===== config.mk =====
export PLATFORM = sky130hd
export DESIGN_NAME = video_timing_pattern
export DESIGN_NICKNAME = d
export VERILOG_FILES = /design/src/rtl/video_timing_pkg.sv /design/src/rtl/video_pattern_gen.sv /design/src/rtl/video_timing_pattern.sv
export SDC_FILE = /design/constraint.sdc
export NUM_CORES = 1
export LEC_CHECK = 0
export CAP_MARGIN = 20
export CORE_ASPECT_RATIO = 1.25
export CORE_MARGIN = 3
export CORE_UTILIZATION = 25
export CTS_CLUSTER_SIZE = 40
export DETAILED_ROUTE_END_ITERATION = 10
export PLACE_DENSITY = 0.39
export SYNTH_ARGS = -nofsm -noshare
export SYNTH_HDL_FRONTEND = slang
export SYNTH_SLANG_ARGS = --single-unit

===== constraint.sdc =====
create_clock -name clk -period 3.1 [get_ports clk]
set_clock_uncertainty 0.2 [all_clocks]
set_input_delay 0.31 -clock clk [delete_from_list [all_inputs] [get_ports clk]]
set_output_delay 0.31 -clock clk [all_outputs]
set_load 0.005 [all_outputs]

===== src/rtl/video_timing_pkg.sv =====
// Shared encodings and 640x480@60 defaults for the video timing / test-pattern block.
package video_timing_pkg;

    typedef enum logic [1:0] {
        MODE_BARS     = 2'd0,
        MODE_GRID     = 2'd1,
        MODE_GRADIENT = 2'd2,
        MODE_SOLID    = 2'd3
    } mode_e;

    localparam int unsigned DEF_H_ACTIVE   = 640;
    localparam int unsigned DEF_H_FP       = 16;
    localparam int unsigned DEF_H_SYNC     = 96;
    localparam int unsigned DEF_H_BP       = 48;
    localparam int unsigned DEF_V_ACTIVE   = 480;
    localparam int unsigned DEF_V_FP       = 10;
    localparam int unsigned DEF_V_SYNC     = 2;
    localparam int unsigned DEF_V_BP       = 33;
    localparam bit          DEF_HSYNC_POL  = 1'b0;
    localparam bit          DEF_VSYNC_POL  = 1'b0;
    localparam int unsigned DEF_COLOR_BITS = 3;
    localparam int unsigned DEF_XY_BITS    = 10;
    localparam int unsigned NUM_BARS       = 8;

endpackage


===== src/rtl/video_pattern_gen.sv =====
// Combinational test-pattern source: maps counter position, mode and frame count to RGB.
module video_pattern_gen
    import video_timing_pkg::*;
#(
    parameter int unsigned COLOR_BITS = DEF_COLOR_BITS,
    parameter int unsigned XY_BITS    = DEF_XY_BITS
) (
    input  logic [XY_BITS-1:0]    h_cnt,
    input  logic [XY_BITS-1:0]    v_cnt,
    input  logic                  active,
    input  logic                  force_white,
    input  mode_e                 mode_q,
    input  logic [2:0]            bar_idx,
    input  logic [7:0]            frame_count,
    output logic [COLOR_BITS-1:0] red,
    output logic [COLOR_BITS-1:0] green,
    output logic [COLOR_BITS-1:0] blue
);

    logic [2:0] bar_color;
    logic       unused_bits;

    // colour = 7 - b, each channel all-ones when its bit is set
    assign bar_color   = ~bar_idx;
    // parity sink for counter bits no pattern looks at
    assign unused_bits = ^{h_cnt, v_cnt, frame_count};

    always_comb begin
        red   = '0;
        green = '0;
        blue  = '0;
        if (active) begin
            unique case (mode_q)
                MODE_BARS: begin
                    red   = {COLOR_BITS{bar_color[2]}};
                    green = {COLOR_BITS{bar_color[1]}};
                    blue  = {COLOR_BITS{bar_color[0]}};
                end
                MODE_GRID: begin
                    if (h_cnt[3:0] == 4'd0 || v_cnt[3:0] == 4'd0) begin
                        red   = '1;
                        green = '1;
                        blue  = '1;
                    end
                end
                MODE_GRADIENT: begin
                    red   = h_cnt[XY_BITS-1 -: COLOR_BITS];
                    green = v_cnt[XY_BITS-1 -: COLOR_BITS];
                    blue  = frame_count[7 -: COLOR_BITS];
                end
                MODE_SOLID: begin
                    red   = '1;
                    green = '1;
                    blue  = '1;
                end
                default: ;
            endcase
            if (force_white) begin
                red   = '1;
                green = '1;
                blue  = '1;
            end
        end
    end

endmodule


===== src/rtl/video_timing_pattern.sv =====
// Parametrised video timing generator with test-pattern source, all outputs registered.
// Optional white active-area border when VIDEO_BORDER_EN is defined.
module video_timing_pattern
    import video_timing_pkg::*;
#(
    parameter int unsigned H_ACTIVE   = DEF_H_ACTIVE,
    parameter int unsigned H_FP       = DEF_H_FP,
    parameter int unsigned H_SYNC     = DEF_H_SYNC,
    parameter int unsigned H_BP       = DEF_H_BP,
    parameter int unsigned V_ACTIVE   = DEF_V_ACTIVE,
    parameter int unsigned V_FP       = DEF_V_FP,
    parameter int unsigned V_SYNC     = DEF_V_SYNC,
    parameter int unsigned V_BP       = DEF_V_BP,
    parameter bit          HSYNC_POL  = DEF_HSYNC_POL,
    parameter bit          VSYNC_POL  = DEF_VSYNC_POL,
    parameter int unsigned COLOR_BITS = DEF_COLOR_BITS,
    parameter int unsigned XY_BITS    = DEF_XY_BITS
) (
    input  logic                  clk,
    input  logic                  reset,
    input  logic                  enable,
    input  logic [1:0]            mode,
    output logic                  hsync,
    output logic                  vsync,
    output logic                  blank,
    output logic [XY_BITS-1:0]    x,
    output logic [XY_BITS-1:0]    y,
    output logic [COLOR_BITS-1:0] red,
    output logic [COLOR_BITS-1:0] green,
    output logic [COLOR_BITS-1:0] blue,
    output logic                  line_start,
    output logic                  frame_start,
    output logic [7:0]            frame_count
);

    localparam int unsigned H_TOTAL = H_ACTIVE + H_FP + H_SYNC + H_BP;
    localparam int unsigned V_TOTAL = V_ACTIVE + V_FP + V_SYNC + V_BP;
    localparam int unsigned BAR_W   = H_ACTIVE / NUM_BARS;

    logic [XY_BITS-1:0]    h_cnt, v_cnt, bar_pix;
    logic [2:0]            bar_idx;
    mode_e                 mode_q, mode_eff;
    logic                  h_last, v_last, at_origin, active;
    logic                  in_hsync, in_vsync, force_white;
    logic [7:0]            frame_next;
    logic [COLOR_BITS-1:0] pat_r, pat_g, pat_b;

    assign h_last    = (h_cnt == XY_BITS'(H_TOTAL - 1));
    assign v_last    = (v_cnt == XY_BITS'(V_TOTAL - 1));
    assign at_origin = (h_cnt == '0) && (v_cnt == '0);
    assign active    = (h_cnt < XY_BITS'(H_ACTIVE)) && (v_cnt < XY_BITS'(V_ACTIVE));
    assign in_hsync  = (h_cnt >= XY_BITS'(H_ACTIVE + H_FP)) &&
                       (h_cnt <  XY_BITS'(H_ACTIVE + H_FP + H_SYNC));
    assign in_vsync  = (v_cnt >= XY_BITS'(V_ACTIVE + V_FP)) &&
                       (v_cnt <  XY_BITS'(V_ACTIVE + V_FP + V_SYNC));

    // The origin pixel already renders with the newly latched mode and count,
    // so every pixel of a frame shares one mode and matches frame_count.
    assign mode_eff   = at_origin ? mode_e'(mode) : mode_q;
    assign frame_next = at_origin ? frame_count + 8'd1 : frame_count;

`ifdef VIDEO_BORDER_EN
    assign force_white = active &&
                         (h_cnt == '0 || h_cnt == XY_BITS'(H_ACTIVE - 1) ||
                          v_cnt == '0 || v_cnt == XY_BITS'(V_ACTIVE - 1));
`else
    assign force_white = 1'b0;
`endif

    video_pattern_gen #(
        .COLOR_BITS(COLOR_BITS),
        .XY_BITS   (XY_BITS)
    ) u_pattern (
        .h_cnt      (h_cnt),
        .v_cnt      (v_cnt),
        .active     (active),
        .force_white(force_white),
        .mode_q     (mode_eff),
        .bar_idx    (bar_idx),
        .frame_count(frame_next),
        .red        (pat_r),
        .green      (pat_g),
        .blue       (pat_b)
    );

    always_ff @(posedge clk or posedge reset) begin
        if (reset) begin
            h_cnt       <= '0;
            v_cnt       <= '0;
            bar_idx     <= '0;
            bar_pix     <= '0;
            mode_q      <= MODE_BARS;
            frame_count <= '0;
            hsync       <= ~HSYNC_POL;
            vsync       <= ~VSYNC_POL;
            blank       <= 1'b1;
            x           <= '0;
            y           <= '0;
            red         <= '0;
            green       <= '0;
            blue        <= '0;
            line_start  <= 1'b0;
            frame_start <= 1'b0;
        end else if (enable) begin
            h_cnt <= h_last ? '0 : h_cnt + 1'b1;
            if (h_last) begin
                v_cnt <= v_last ? '0 : v_cnt + 1'b1;
            end
            // bar tracker follows h_cnt; remainder pixels stay in the last bar
            if (h_last) begin
                bar_idx <= '0;
                bar_pix <= '0;
            end else if (bar_idx != 3'd7) begin
                if (bar_pix == XY_BITS'(BAR_W - 1)) begin
                    bar_idx <= bar_idx + 3'd1;
                    bar_pix <= '0;
                end else begin
                    bar_pix <= bar_pix + 1'b1;
                end
            end
            mode_q      <= mode_eff;
            frame_count <= frame_next;
            hsync       <= in_hsync ? HSYNC_POL : ~HSYNC_POL;
            vsync       <= in_vsync ? VSYNC_POL : ~VSYNC_POL;
            blank       <= ~active;
            x           <= h_cnt;
            y           <= v_cnt;
            red         <= pat_r;
            green       <= pat_g;
            blue        <= pat_b;
            line_start  <= (h_cnt == '0);
            frame_start <= at_origin;
        end else begin
            line_start  <= 1'b0;
            frame_start <= 1'b0;
        end
    end

endmodule

==> results of run 1 <==
## critical path, stage by stage (launching register included)
cell and delay, ps:
dfrtp_1 440, or4_1 550, or4b_4 560, or2_2 370, o311ai_1 470, a22oi_1 160
## kinds of logic (layout without fill, tap and decap cells)
group                    Yosys count  after routing  synth area share
adder cells (fa/ha/maj)            8              8            0.0271
flip-flops                        77             77             0.523
buffers and inverters             33             95            0.0359
AND/OR/NAND/NOR                  119            119             0.167
AO/OA/AOI/OAI                     72             72             0.128
XOR/XNOR                          21             21            0.0498
multiplexers                      23             23            0.0701
## final timing paths
kind	slack (ps)	endpoint	from
hold / removal	140	bar_pix[1]	reset
min in group clk	290	blank	blank
setup reg to reg	210	blue[2]	v_cnt[5]
setup / recovery	210	blue[2]	v_cnt[5]
hold reg to reg	290	blank	blank
max in group asynchronous	2150	hsync	reset
## placed cells by master, fill, tap and decap left out, drive strengths merged, types with 4 or more instances in the layout
cell type,n
a21oi,14
and3,6
buf,17
clkbuf,10
clkdlybuf4s50,46
clkinv,4
dfrtp,74
ha,8
inv,15
mux2,23
nand2,25
nand2b,4
nand3,16
nand4,8
nor2,28
nor2b,4
nor3,12
nor4,6
o21ai,25
o2bb2ai,8
xnor2,14
xor2,7
## flip-flops by register name, summed over array words and instances (netlist names)
register     flops
v_cnt           10
line_start       1
hsync            1
y               10
mode_q           2
x               10
bar_pix         10
bar_idx          3
frame_start      1
green            3
vsync            1
frame_count      8
h_cnt           10
blank            1
blue             3
red              3
## power groups by stage
stage	Sequential [mW]	Combinational (mW)	Clock [mW]
2_1_floorplan	1.30	0.366	0
3_3_place_gp	1.36	0.578	0
3_5_place_dp	1.36	0.587	0
4_1_cts	1.35	0.589	1.18
5_1_grt	1.38	0.656	1.22
6_report	1.34	0.577	1.14
## area by class of cell
class	count	area [um^2]
clock inverters	6	86.3
repair buffers	63	601
clock buffers	10	239
inverters	16	61.3
well taps	178	223
multi-input cells	243	1630
flip-flops and latches	77	1930
fillers	1472	9640
## per-layer routing
layer	vias to the layer above	share of wire	global-route usage	wire, um
li1	1391	-	-	-
met1	1407	0.46	0.153	4240
met2	46	0.48	0.194	4440
met3	14	0.033	0.0162	307
met4	0	0.024	0.0606	225
met5	-	0	0	0
## through the flow
| step | area (um^2) | setup WS (ps) | power, mW | std cells |
|---|---|---|---|---|
| after CTS | 4770 | 189 | 3.12 | 593 |
| after detailed placement | 4450 | 207 | 1.95 | 577 |
| after floorplan | 3690 | 396 | 1.67 | 353 |
| after global placement | 4450 | 306 | 1.94 | 577 |
| final | 4770 | 205 | 3.06 | 593 |
| after global routing | 4770 | 32.3 | 3.25 | 593 |
==> out/results.ini, run 1 <==
[critical_path]
worstPathMaxFanout = 7
rr_worst_depth = 5
required_ps = 3090
endpoint_kind = register
arrival_ps = 2890
path_class = register to register
cp-start-kind = register

[logic_synthesis]
ys.flop_type = dfrtp_1
syn_nets = 366
synthTopCellsByArea = dfrtp_1 (50%), mux2_2 (7.0%), o21ai_0 (3.4%)
yosys.area.top_type = dfrtp_1
yosys.cell_count.top_type = dfrtp_1
synth-seq-cells = 77
yosysWarnings = 0
yosysTopAreaCellShare = 0.501
mappedNetlistArea_um2 = 3690
synth.distinct_cells = 46
syn_inst = 353
seq_area_frac_synth = 0.523
avgSynthCellArea_um2 = 10.5
synth_edf_count = 0
synth_common_cells = dfrtp_1 (74), nor2_1 (28), nand2_1 (25), o21ai_0 (25), mux2_2 (23)
synthArstFlopShare = 1.00

[power]
internal-power_mw = 2.20
leakagePower_nw = 2.00
p_comb_frac = 0.189
peakVddDrop_uv = 203
p_sw_mw = 0.855
seqPwrFrac = 0.439
clkPwrFrac = 0.373
switching_share = 0.280
power_density_nw_per_um2 = 641

[cts]
path_clk_slew_ps = 60
htree_levels = 3
cts_setup_buffers = 0
cts_inserted_buffers = 9
cts_tree = built
clock_sinks = 77
insertion_delay_ps = 330
cts_hold_buf = 0
clockRootBuffer = clkbuf_16
cts_resized = 0
cts.path.max_buffers = 2

[placement]
place_hpwl_um = 6420
portBuffers = 46
place.gp.congestion = 0.816

[floorplan]
floorplan.initialDensity = 0.256
die_h_um = 142
coreArea_um2 = 14400
boundaryPins = 47
rows = 49
die_w_um = 115
dieArea_um2 = 16300

[finish]
finalNetCount = 423
fin_util = 0.331
area_delta_synth_final_pct = 29.2
drive_gt1_frac = 0.161
antennaDiodeCount = 0

[flow_run]
max_cap_violations = 0

[drt]
ant_nets = 0
dr_total_vias = 2858
post-route-drc-count = 0
routed_wl_um = 9220
wire_per_inst_um = 15.5
drtPass1Iterations = 5
viasPerCell = 4.82
drt_iter0_markers = 173

[sta]
tightest_slew_ps = 713
fin_tns_setup_ps = 0
rsz0062_at_grt = false
hold_ws_ps = 141
fin_crit_ps = 2890
setup_viol = 0
fmax_mhz = 345
slew_headroom = 0.521
drv_slew = 0
hold_viol = 0
timing.final.crit_share = 0.934

[worst_hold_path]
min_path_type = input port to async pin

[grt]
grt_pass1_wl_um = 15300
grt_overflow = 0
antenna_found_initial = 0
grt_max_degree = 78
grt_pass1_vias = 2890
track_usage = 0.119

[run_status]
status = finished, final reports clean

No activity file was read; power rests on OpenSTA's default activity.
==> run 2, diff against run 1 <==
- TNS_END_PERCENT: not set -> 10
==> results of run 2 <==
Same layout as run 1: the final DEF is identical, and so are final timing and power.
